<file path="src/rtl/mem_port_arbiter.sv">
// Round-robin arbiter sharing one synchronous memory port between the CPU path
// and the loader/debug path, with bounded bursts and per-requester read return.
module mem_port_arbiter #(
   parameter int ADDR_W    = 16,
   parameter int DATA_W    = 16,
   parameter int MAX_BURST = 4
) (
   input  logic              clk_i,
   input  logic              rst_ni,

   input  logic              cpu_req_i,
   input  logic              cpu_we_i,
   input  logic [ADDR_W-1:0] cpu_addr_i,
   input  logic [DATA_W-1:0] cpu_wdata_i,
   output logic              cpu_gnt_o,
   output logic              cpu_rvalid_o,
   output logic [DATA_W-1:0] cpu_rdata_o,

   input  logic              io_req_i,
   input  logic              io_we_i,
   input  logic [ADDR_W-1:0] io_addr_i,
   input  logic [DATA_W-1:0] io_wdata_i,
   output logic              io_gnt_o,
   output logic              io_rvalid_o,
   output logic [DATA_W-1:0] io_rdata_o,

   output logic              mem_en_o,
   output logic              mem_we_o,
   output logic [ADDR_W-1:0] mem_addr_o,
   output logic [DATA_W-1:0] mem_wdata_o,
   input  logic [DATA_W-1:0] mem_rdata_i,

   output logic [1:0]        owner_o
);

   typedef enum logic [1:0] {
      IDLE    = 2'b00,
      OWN_CPU = 2'b01,
      OWN_IO  = 2'b10
   } state_e;

   localparam int              CNT_W    = (MAX_BURST > 1) ? $clog2(MAX_BURST) : 1;
   localparam logic [CNT_W-1:0] CNT_LAST = CNT_W'(MAX_BURST - 1);

   state_e           state_q, state_d;
   logic [CNT_W-1:0] count_q, count_d;
   logic             last_io_q, last_io_d;   // 1: loader was served last
   logic             cpu_rvalid_q, io_rvalid_q;

   // Grants depend only on the registered owner and that side's own request.
   assign cpu_gnt_o = (state_q == OWN_CPU) & cpu_req_i;
   assign io_gnt_o  = (state_q == OWN_IO)  & io_req_i;
   assign mem_en_o  = cpu_gnt_o | io_gnt_o;
   assign owner_o   = state_q;

   always_comb begin
      mem_we_o    = cpu_gnt_o & cpu_we_i;
      mem_addr_o  = cpu_addr_i;
      mem_wdata_o = cpu_wdata_i;
      if (state_q == OWN_IO) begin
         mem_we_o    = io_gnt_o & io_we_i;
         mem_addr_o  = io_addr_i;
         mem_wdata_o = io_wdata_i;
      end
   end

   always_comb begin
      state_d   = state_q;
      count_d   = count_q;
      last_io_d = last_io_q;
      unique case (state_q)
         IDLE: begin
            count_d = '0;
            if (cpu_req_i && io_req_i) begin
               state_d = last_io_q ? OWN_CPU : OWN_IO;
            end else if (cpu_req_i) begin
               state_d = OWN_CPU;
            end else if (io_req_i) begin
               state_d = OWN_IO;
            end
         end
         OWN_CPU: begin
            if (cpu_req_i) begin
               if (count_q == CNT_LAST) begin
                  count_d = '0;
                  if (io_req_i) begin
                     state_d   = OWN_IO;
                     last_io_d = 1'b0;
                  end
               end else begin
                  count_d = count_q + CNT_W'(1);
               end
            end else begin
               count_d   = '0;
               last_io_d = 1'b0;
               state_d   = io_req_i ? OWN_IO : IDLE;
            end
         end
         OWN_IO: begin
            if (io_req_i) begin
               if (count_q == CNT_LAST) begin
                  count_d = '0;
                  if (cpu_req_i) begin
                     state_d   = OWN_CPU;
                     last_io_d = 1'b1;
                  end
               end else begin
                  count_d = count_q + CNT_W'(1);
               end
            end else begin
               count_d   = '0;
               last_io_d = 1'b1;
               state_d   = cpu_req_i ? OWN_CPU : IDLE;
            end
         end
         default: begin
            state_d = IDLE;
            count_d = '0;
         end
      endcase
   end

   always_ff @(posedge clk_i or negedge rst_ni) begin
      if (!rst_ni) begin
         state_q      <= IDLE;
         count_q      <= '0;
         last_io_q    <= 1'b1;
         cpu_rvalid_q <= 1'b0;
         io_rvalid_q  <= 1'b0;
      end else begin
         state_q      <= state_d;
         count_q      <= count_d;
         last_io_q    <= last_io_d;
         cpu_rvalid_q <= cpu_gnt_o & ~cpu_we_i;
         io_rvalid_q  <= io_gnt_o & ~io_we_i;
      end
   end

   // Read data is broadcast; rvalid tells each side whether the word is theirs.
   assign cpu_rvalid_o = cpu_rvalid_q;
   assign io_rvalid_o  = io_rvalid_q;
   assign cpu_rdata_o  = mem_rdata_i;
   assign io_rdata_o   = mem_rdata_i;

endmodule

</file>
<file path="config.mk">
export PLATFORM = sky130hd
export DESIGN_NAME = mem_port_arbiter
export DESIGN_NICKNAME = d
export VERILOG_FILES = /design/src/rtl/mem_port_arbiter.sv
export SDC_FILE = /design/constraint.sdc
export NUM_CORES = 1
export LEC_CHECK = 0
export BUFFER_PORTS_ARGS = -buffer_cell sky130_fd_sc_hd__buf_4
export CAP_MARGIN = 20
export CORE_ASPECT_RATIO = 0.5
export CORE_MARGIN = 3
export CORE_UTILIZATION = 33
export CTS_CLUSTER_DIAMETER = 30
export CTS_CLUSTER_SIZE = 16
export DETAILED_ROUTE_END_ITERATION = 10
export GPL_ROUTABILITY_DRIVEN = 0
export PLACE_DENSITY = 0.85
export REMOVE_ABC_BUFFERS = 1
export SKIP_CTS_REPAIR_TIMING = 1
export SYNTH_ARGS = -nofsm -noshare
export SYNTH_HDL_FRONTEND = slang
export SYNTH_SLANG_ARGS = --single-unit
</file>
<file path="constraint.sdc">
create_clock -name clk_i -period 2.25 [get_ports clk_i]
set_input_delay 0.1125 -clock clk_i [delete_from_list [all_inputs] [get_ports clk_i]]
set_output_delay 0.1125 -clock clk_i [all_outputs]
set_load 0.03 [all_outputs]
</file>
==> results of run 1 <==
[registers in the layout (all words and copies together) (netlist names)]
| name | cells |
|---|---|
| count_q | 2 |
| io_rvalid_o | 1 |
| last_io_q | 1 |
| cpu_rvalid_o | 1 |
| owner_o | 2 |
[worst max-delay path, stage by stage (launching register included)]
cell,delay (ns)
dfrtp_1,0.48
inv_1,0.10
ha_1,0.22
buf_4,0.21
nand2_2,0.13
inv_1,0.06
a32o_1,0.20
buf_4,0.16
[cells by family (layout without fill, tap and decap cells)]
kind of cell	after synthesis	in the layout	share of synthesized area, %
flops	7	7	16.2
mux	33	33	34.0
buf+inv	44	123	27.2
compound gates	12	12	8.04
simple gates	17	17	7.69
fa+ha+maj	6	6	6.89
[metrics by stage]
step                      utilization, %  setup WS (ns)
final                               57.0          0.346
after global placement              55.2          0.653
after CTS                           56.7          0.335
after floorplan                        -         -0.280
after global routing                57.0          0.215
after detailed placement            55.2          0.572
[layer usage]
metal	wire length, um	vias up
li1	-	534
met1	1500	500
met2	1740	69
met3	591	4
met4	14	2
met5	40	-
[placed cells by master, fill, tap and decap left out, types with 2 or more instances in the layout]
cell type,synthesis,routed
a21oi_1,2,2
clkbuf_8,0,3
nand2_1,5,5
ha_1,6,6
buf_4,34,111
nand2b_1,2,2
nand3_1,2,2
o21ai_0,2,2
nor2_1,4,4
nand2_2,2,2
inv_1,5,5
inv_2,2,2
dfrtp_1,6,6
mux2_2,32,32
[worst paths after layout]
kind	start	end	slack [ns]	cells after the start
min reg2reg	count_q[0]	count_q[0]	0.43	1
max	owner_o[0]	mem_we_o	0.35	7
min	io_we_i	io_rvalid_o	0.06	2
min in group asynchronous	rst_ni	owner_o[0]	0.24	2
max in group asynchronous	rst_ni	last_io_q	1.81	2
max reg2reg	owner_o[0]	owner_o[1]	0.55	7
[cell type report]
type / instances / area [um2]
Clock buffer: 4 / 45.0
Sequential cell: 7 / 176
Inverter: 7 / 26.3
Multi-Input combinational cell: 68 / 617
Timing Repair Buffer: 112 / 843
Tap cell: 40 / 50.0
Fill cell: 272 / 1330
[report_power, final]
part | total (mW) | internal, mW | leakage, nW | switching [mW]
clock | 0.173 | 0.122 | 0.0228 | 0.0512
combinational | 1.40 | 0.625 | 0.824 | 0.772
sequential | 0.205 | 0.167 | 0.0908 | 0.0378
==> summary.md, run 1 <==
| Metric | Value |
|---|---|
| Clock-pin slew on the worst setup and hold paths | about 0.04 ns |
| Total congestion overflow | 0 |
| CTS H-tree lvls | 1 |
| Peak Freq | approximately 0.53 GHz |
| Initial antenna violation count | 0 |
| Clk buf depth | 2 |
| Data arrival, critical path | 1.79 ns |
| Yosys top cell area share | approximately 33% |
| Period utilisation layout | roughly 85% |
| Met3 Track Usage GR | 13.8% |
| Slew HR | 82.9% |
| Endpoints failing setup | 0 |
| Cell Rows | 14 |
| Synth-to-layout area growth | 61.3% |
| Core area | 3080 um2 |
| Mapped cell area | 1090 um2 |
| Mapped Cells | 119 |
| Post-synth top flop | dfrtp_1 |
| Drt total wl | 3880 um |
| Hold WS | 0.0560 ns |
| Initial Utilization | 35.3% |
| Clk sinks | 7 |
| DR iter-0 viols | 18 |
| CTS tree | done |
| Yosys reg bits | 7 |
| Final cell count without fillers | 238 |
| Area contributors post-synth | mux2_2 33%, buf_4 23%, dfrtp_1 14%, ha_1 6.9%, dfstp_2 2.4% |
| Met2 Track Usage GR | 24.9% |
| Die ar. | 4070 um2 |
| Worst slew pin tran | 0.257 ns |
| Post-synthesis cell type count | 26 |
| # DRC | 0 |
| Critical path launch point type | register |
| Crit path required time | 2.14 ns |
| YS warnings | 0 |
| Total Power | 1.78 mW |
| Final Cell Area | 1760 um2 |
| P per Cell Area | 1010 nW/um2 |
| Antenna Cells | 0 |
| Fin. max-slew vios | 0 |
| Top cells by count, synth | 34 x buf_4, 32 x mux2_2, 6 x dfrtp_1, 6 x ha_1 |
| Critical path type | register to primary output |
| Layout cells sized above 1 | 76.8% |
| Met1 Use GR | 20.2% |
| PortBufs | 109 |
| Vias in the first global route | 1055 |
| CTS Root Buffer Type | clkbuf_8 |
| Die span in x | 87.3 um |
| Post-synth EDFFs | 0 |
| Async set-or-reset flop fraction in the synthesized netlist | 100% |
| DP Wirelength | between 3000 and 4000 um |
| Syn avg cell area | 9.16 um2 |
| HP Class | input port to register |
| Seq/Total Area, Yosys | about 16% |
| Time the worst path needs with I/O delays and setup | 1.90 ns |
| Post-Place Cell Area | 1700 um2 |
| Post-route ant nets | 0 |
| Crit Path Max Fanout | 17 |
| RSZ-0062 raised after global routing | false |
| VDD IR-drop max | 0.556 mV |
| Worst clock skew | 0.00173 ns |
| Placed cells | ~230 |
| DR pass1 iterations | 4 |
| Final hold violation count | 0 |
| I/O pin count | ~160 |
| Drt wl/cell | 16.3 um |
| Via-to-Cell Ratio | 4.66 |
| Vias | 1109 |
| TritonCTS Buffers | 3 |
| # nets final | 291 |
| Max-Cap Viols | 0 |
| Most frequent cell after synthesis | buf_4 |
| Outcome | finished clean |
| Skew-Pair Late Insertion Delay | around 0.22 ns |
| First-pass GRT wire length | ~5300 um |
| GR peak layer | met2 |
| Die Y | 46.6 um |
| Setup_tns | 0 ns |
| Area leader, netlist | mux2_2 |
| All-layer global routing usage | ~18% |
| Largest net degree at the start of global routing | 20 |
| P_leak | about 0.94 nW |
| Worst Setup End Kind | primary output |
(Power assumes the default switching activity.)
==> run 2: changes to the inputs <==
--- a/config.mk
+++ b/config.mk
@@ -9,12 +9,12 @@
 export CAP_MARGIN = 20
 export CORE_ASPECT_RATIO = 0.5
 export CORE_MARGIN = 3
-export CORE_UTILIZATION = 33
+export CORE_UTILIZATION = 27
 export CTS_CLUSTER_DIAMETER = 30
 export CTS_CLUSTER_SIZE = 16
 export DETAILED_ROUTE_END_ITERATION = 10
 export GPL_ROUTABILITY_DRIVEN = 0
-export PLACE_DENSITY = 0.85
+export PLACE_DENSITY = 0.74
 export REMOVE_ABC_BUFFERS = 1
 export SKIP_CTS_REPAIR_TIMING = 1
 export SYNTH_ARGS = -nofsm -noshare
==> constraint.sdc (replaced) <==
create_clock -name clk_i -period 1.5 [get_ports clk_i]
set_input_delay 0.075 -clock clk_i [delete_from_list [all_inputs] [get_ports clk_i]]
set_output_delay 0.075 -clock clk_i [all_outputs]
set_load 0.03 [all_outputs]
==> run 2 against run 1 <==
Net effect: the flow now finishes with violations (setup timing); sequential cell count stayed put; register-to-register slack got worse by 0.58 ns; worst setup slack got worse by 0.47 ns; critical path depth shrank 2; sequential power is 46% higher; first-iteration DRC count grew 56%; via count is 9.1% higher; critical path type unchanged; largest cell class unchanged.
==> summary.md, run 2 (synthesis gave the netlist of run 1 again) <==
| Metric | Value |
|---|---|
| Switching share of power | 44.6% (-3.9 points) |
| Time the worst path needs with I/O delays and setup | 1.62 ns |
| Setup_tns | -3.32 ns (-3.32 ns) |
| Internal | 1.84 mW (+100%) |
| Vias | 1210 (+9.1%) |
| DP Wirelength | 3410 um (+0.44%) |
| Hold WS | 0.00917 ns (-0.0468 ns) |
| Outcome | complete, but fails checks |
| Clk sinks | 7 (unchanged) |
| HP Class | input port to register |
| Die Y | 50.9 um (+9.2%) |
| Endpoints failing setup | 36 (+36) |
| Critical path launch point type | register |
| CP Cell Sequence | inv_2 > ha_4 > buf_12 > mux2_2 > buf_4 |
| Clock-pin slew on the worst setup and hold paths | 0.04 ns (about the same) |
| Vias in the first global route | 1167 (+11%) |
| Worst Setup End Kind | primary output |
| Cell Rows | 15 (+1) |
| Peak Freq | 0.616 GHz |
| Initial antenna violation count | 0 (unchanged) |
| Layout cells sized above 1 | 81.9% (+5.1 points) |
| # nets final | 303 (+4.1%) |
| CTS Root Buffer Type | clkbuf_8 |
| Final cell count without fillers | 261 (+9.7%) |
| Worst Setup SP | owner_o[0] |
| # fillers | 314 (+15%) |
| Psw | 1.48 mW (+72%) |
| Logic gate share of total power | 82.9% (+4.2 points) |
| Worst slew pin tran | 0.270 ns (+0.0134 ns) |
| Largest net degree at the start of global routing | 18 (-10%) |
| TritonCTS Buffers | 3 (unchanged) |
| Total Power | 3.32 mW (+87%) |
| Post-Place Cell Area | 1760 um2 (+3.5%) |
| Fin. max-slew vios | 0 (unchanged) |
| Max-Cap Viols | 0 (unchanged) |
| Skew-Pair Late Insertion Delay | 0.23 ns (about the same) |
| Clk buf depth | 2 (unchanged) |
| First-pass GRT wire length | 5800 um (+8.5%) |
| I/O pin count | 158 (unchanged) |
| Initial Utilization | 29.9% (-5.4 points) |
| Start of the worst register-to-register path | owner_o[1] |
| Final Cell Area | 2100 um2 (+19%) |
| CTS H-tree lvls | 1 (unchanged) |
| Largest stage delay, worst path | 0.39 ns (-0.09 ns) |
| Die span in x | 95.8 um (+9.8%) |
| Seq pwr share | 9.0% (-2.5 points) |
| Total congestion overflow | 0 (unchanged) |
| Period utilisation layout | 108% |
| Data arrival, critical path | 1.55 ns (-0.24 ns) |
| Core area | 3640 um2 (+18%) |
| Drt total wl | 4550 um (+17%) |
| All-layer global routing usage | 15.7% (-2.0 points) |
| DR pass1 iterations | 4 (unchanged) |
| Final hold violation count | 0 (unchanged) |
| PortBufs | 109 (unchanged) |
| Critical path type | register to primary output |
| # DRC | 0 (unchanged) |
| CTS tree | done |
| Clock power frac | 8.0% (-1.8 points) |
| VDD IR-drop max | 0.739 mV (+33%) |
| P per Cell Area | 1580 nW/um2 (+57%) |
| Violated checks | setup timing |
| Crit Path Max Fanout | 17 (unchanged) |
| Commonest non-fill, non-tap cells in the layout | 87 x buf_4, 33 x buf_6, 22 x mux2_2, 10 x mux2_4 |
| Critical path's slowest cell | dfrtp_1 |
| Crit path buf inv count | 3 (-1) |
| RSZ-0062 raised after global routing | true |
| Die ar. | 4880 um2 (+20%) |
| Cell family contributing the most delay on the critical path | buffers and inverters |
| Crit path required time | 1.42 ns (-0.72 ns) |
| Worst clock skew | 0.00818 ns (+0.00645 ns) |
| Drt wl/cell | 17.4 um (+6.9%) |
| Antenna Cells | 0 (unchanged) |
| DR iter-0 viols | 28 (+10) |
| P_leak | 1.09 nW (+16%) |
| Via-to-Cell Ratio | 4.64 (-0.51%) |
| Hold_sp | io_we_i |
| Slew HR | 82.0% (-0.89 points) |
| Synth-to-layout area growth | 92.7% |
| Commonest non-fill, non-tap cell in the layout | buf_4 |
| Final worst slack | -0.124 ns (-0.470 ns) |
| Post-route ant nets | 0 (unchanged) |
| Placed cells | 250 (+7.3%) |
==> run 2: power groups by stage <==
| stage | registers, mW | logic [mW] | clock network [mW] |
|---|---|---|---|
| 2_1_floorplan | 0.355 | 1.32 | 0 |
| 4_1_cts | 0.288 | 2.21 | 0.270 |
| 5_1_grt | 0.310 | 2.90 | 0.280 |
| 3_3_place_gp | 0.289 | 2.18 | 0 |
| 6_report | 0.300 | 2.75 | 0.267 |
| 3_5_place_dp | 0.289 | 2.19 | 0 |
==> run 2: metrics by stage <==
| step | util (%) | setup slack [ns] |
|---|---|---|
| floorplan | - | -0.993 |
| global placement | 48.4 | 0.0171 |
| detailed placement | 48.4 | 0.00491 |
| CTS | 49.6 | -0.247 |
| global route | 57.7 | -0.186 |
| finish | 57.7 | -0.124 |
==> run 2: final timing paths <==
| kind | end | slack, ns | depth (start not counted) |
|---|---|---|---|
| worst max-delay path | mem_addr_o[6] | -0.12 | 5 |
| worst min-delay path | io_rvalid_o | 0.009 | 2 |
| worst max register to register | owner_o[0] | -0.03 | 6 |
| worst min register to register | count_q[0] | 0.43 | 1 |
| max in group asynchronous | last_io_q | 1.08 | 2 |
| min in group asynchronous | count_q[0] | 0.20 | 2 |
==> run 2: cell type report <==
type	instances	area, um2	share of cell area, %
well taps	51	63.8	3.04
clock buffers	4	45.0	2.15
flip-flops and latches	7	178	8.46
multi-input cells	68	692	33.0
repair buffers	124	1090	52.1
inverters	7	26.3	1.25
==> run 2: worst reg2reg max path, stage by stage (launching register included) <==
cell and delay (ns):
dfrtp_2 0.44, inv_1 0.19, buf_4 0.15, ha_1 0.19, nand3_1 0.09, a311oi_1 0.30
a21o_1 0.12
==> run 2: metal layers <==
metal	GRT usage (%)	vias up	share of wire [%]
met5	8.33	-	1.0
li1	-	559	-
met3	10.4	15	13
met2	24.4	88	49
met1	17.0	546	35
met4	4.25	2	2.1
==> run 3: changes to the inputs <==
==> constraint.sdc (replaced) <==
create_clock -name clk_i -period 1.4 [get_ports clk_i]
set_input_delay 0.07 -clock clk_i [delete_from_list [all_inputs] [get_ports clk_i]]
set_output_delay 0.07 -clock clk_i [all_outputs]
set_load 0.03 [all_outputs]
==> run 3 against run 2 <==
Net effect: the run still ends with setup timing left; core utilization up 0.41 points; critical path type unchanged; critical endpoint is now mem_addr_o[2]; sequential cell count stayed put; via count fell by 1.8%; largest power group unchanged; total power increased by 7.1%; sequential power is 5% higher; die area did not move; routed wire length fell by 3.3%; largest cell class unchanged.
==> summary.md, run 3 (synthesis gave the netlist of run 1 again) <==
| Metric | Value |
|---|---|
| Setup_tns | -6.16 ns (-2.84 ns) |
| Data arrival, critical path | 1.54 ns (about the same) |
| Worst Setup End Kind | primary output |
| First-pass GRT wire length | 5840 um (+0.83%) |
| # nets final | 305 (+0.66%) |
| Hold WS | 0.00202 ns (-0.00714 ns) |
| Peak Freq | 0.623 GHz |
| Period utilisation layout | 115% |
| Final Cell Area | 2110 um2 (+0.72%) |
| VDD IR-drop max | 0.739 mV (about the same) |
| Critical path launch point type | register |
| Final hold violation count | 0 (unchanged) |
| Post-route ant nets | 0 (unchanged) |
| Worst clock skew | 0.00202 ns (-0.00616 ns) |
| Initial antenna violation count | 0 (unchanged) |
| Total Power | 3.56 mW (+7.1%) |
| Crit path required time | 1.33 ns (-0.09 ns) |
| GR peak layer | met2 |
| DP Wirelength | 3610 um (+5.7%) |
| Drt wl/cell | 16.7 um (-4.0%) |
| Max-Cap Viols | 0 (unchanged) |
| Final worst slack | -0.206 ns (-0.0818 ns) |
| Via-to-Cell Ratio | 4.52 (-2.6%) |
| Clk buf depth | 2 (unchanged) |
| Post-Place Cell Area | 1800 um2 (+2.1%) |
| Die span in x | 95.8 um (unchanged) |
| Critical path type | register to primary output |
| Met1 Use GR | 16.6% (-0.40 points) |
| Clock power frac | 8.3% (+0.3 points) |
| CTS tree | done |
| Vias | 1188 (-1.8%) |
| Switching share of power | 45.0% (+0.32 points) |
| CTS H-tree lvls | 1 (unchanged) |
| Commonest non-fill, non-tap cell in the layout | buf_4 |
| Die ar. | 4880 um2 (unchanged) |
| All-layer global routing usage | 15.8% (+0.11 points) |
| Drt total wl | 4400 um (-3.3%) |
| Clk sinks | 7 (unchanged) |
| Crit Path Max Fanout | 17 (unchanged) |
| P_leak | 1.10 nW (+0.85%) |
| Synth-to-layout area growth | 94.0% |
| Seq pwr share | 8.8% (-0.2 points) |
| Antenna Cells | 0 (unchanged) |
| Layout cells sized above 1 | 81.1% (-0.77 points) |
| Violated checks | setup timing |
| Initial Utilization | 29.9% (unchanged) |
| DR iter-0 viols | 14 (-50%) |
| Outcome | complete, but fails checks |
| Total congestion overflow | 0 (unchanged) |
| I/O pin count | 158 (unchanged) |
| Time the worst path needs with I/O delays and setup | 1.61 ns |
| Fin. max-slew vios | 0 (unchanged) |
| Slew HR | 83.4% (+1.4 points) |
| Worst slew pin tran | 0.247 ns (-0.0229 ns) |
| RSZ-0062 raised after global routing | true |
| Psw | 1.60 mW (+7.9%) |
| P per Cell Area | 1680 nW/um2 (+6.4%) |
| DR pass1 iterations | 4 (unchanged) |
| PortBufs | 109 (unchanged) |
| Met3 Track Usage GR | 11.0% (+0.59 points) |
| Clock-pin slew on the worst setup and hold paths | 0.04 ns (about the same) |
| Logic gate share of total power | 82.9% (about the same) |
| Largest net degree at the start of global routing | 18 (unchanged) |
| TritonCTS Buffers | 3 (unchanged) |
| Core area | 3640 um2 (unchanged) |
| Internal | 1.96 mW (+6.5%) |
| Endpoints failing setup | 37 (+2.8%) |
| CTS Root Buffer Type | clkbuf_8 |
| Die Y | 50.9 um (unchanged) |
| Cell Rows | 15 (unchanged) |
| Vias in the first global route | 1226 (+5.1%) |
| Met2 Track Usage GR | 25.5% (+1.2 points) |
| HP Class | input port to register |
| # DRC | 0 (unchanged) |
| Skew-Pair Late Insertion Delay | 0.23 ns (about the same) |
| Commonest non-fill, non-tap cells in the layout | 88 x buf_4, 34 x buf_6, 22 x mux2_2, 10 x mux2_4, 5 x dfrtp_1 |
run 3: changes by cell type in the layout (fill, tap and decap cells not counted), sizes merged:
cell / change
buf: +1
dlygate4sd3: +1
run 3: through the flow:
step / worst slack [ns] / cells / util [%]
2_1_floorplan: -1.09 / 82 / -
3_3_place_gp: -0.0729 / 255 / 49.4
3_5_place_dp: -0.166 / 255 / 49.4
4_1_cts: -0.332 / 259 / 50.7
5_1_grt: -0.250 / 263 / 58.1
6_report: -0.206 / 263 / 58.1
run 3: routing by layer:
metal | up-vias | part of all wire (%)
li1 | 562 | -
met1 | 539 | 37
met2 | 79 | 49
met3 | 6 | 13
met4 | 2 | 0.55
met5 | - | 1.0
run 3: power groups by stage:
stage          clock [mW]  combinational (mW)  sequential, mW
5_1_grt             0.306                3.10           0.322
2_1_floorplan           0                1.41           0.381
3_5_place_dp            0                2.44           0.307
4_1_cts             0.294                2.45           0.303
3_3_place_gp            0                2.40           0.304
6_report            0.295                2.95           0.314
run 3: cell type report:
cell class	instances	area (um2)
clock buffers	4	45.0
flip-flops and latches	7	178
fillers	315	1530
well taps	51	63.8
repair buffers	126	1100
inverters	7	26.3
multi-input cells	68	698
run 3: worst paths after layout:
| kind | end | start | slack (ns) | cells after the start |
|---|---|---|---|---|
| max in group asynchronous | last_io_q | rst_ni | 0.99 | 2 |
| min reg2reg | count_q[0] | count_q[0] | 0.43 | 1 |
| max reg2reg | owner_o[0] | owner_o[0] | -0.15 | 8 |
| min | io_rvalid_o | io_we_i | 0.002 | 2 |
| max | mem_addr_o[2] | owner_o[0] | -0.21 | 5 |
| min in group asynchronous | count_q[1] | rst_ni | 0.20 | 2 |
run 3: critical path, cell delays in order, from the launching register on:
cell and delay, ns:
dfrtp_1 0.38, inv_2 0.08, ha_4 0.17, buf_12 0.17, mux2_2 0.36, buf_6 0.14
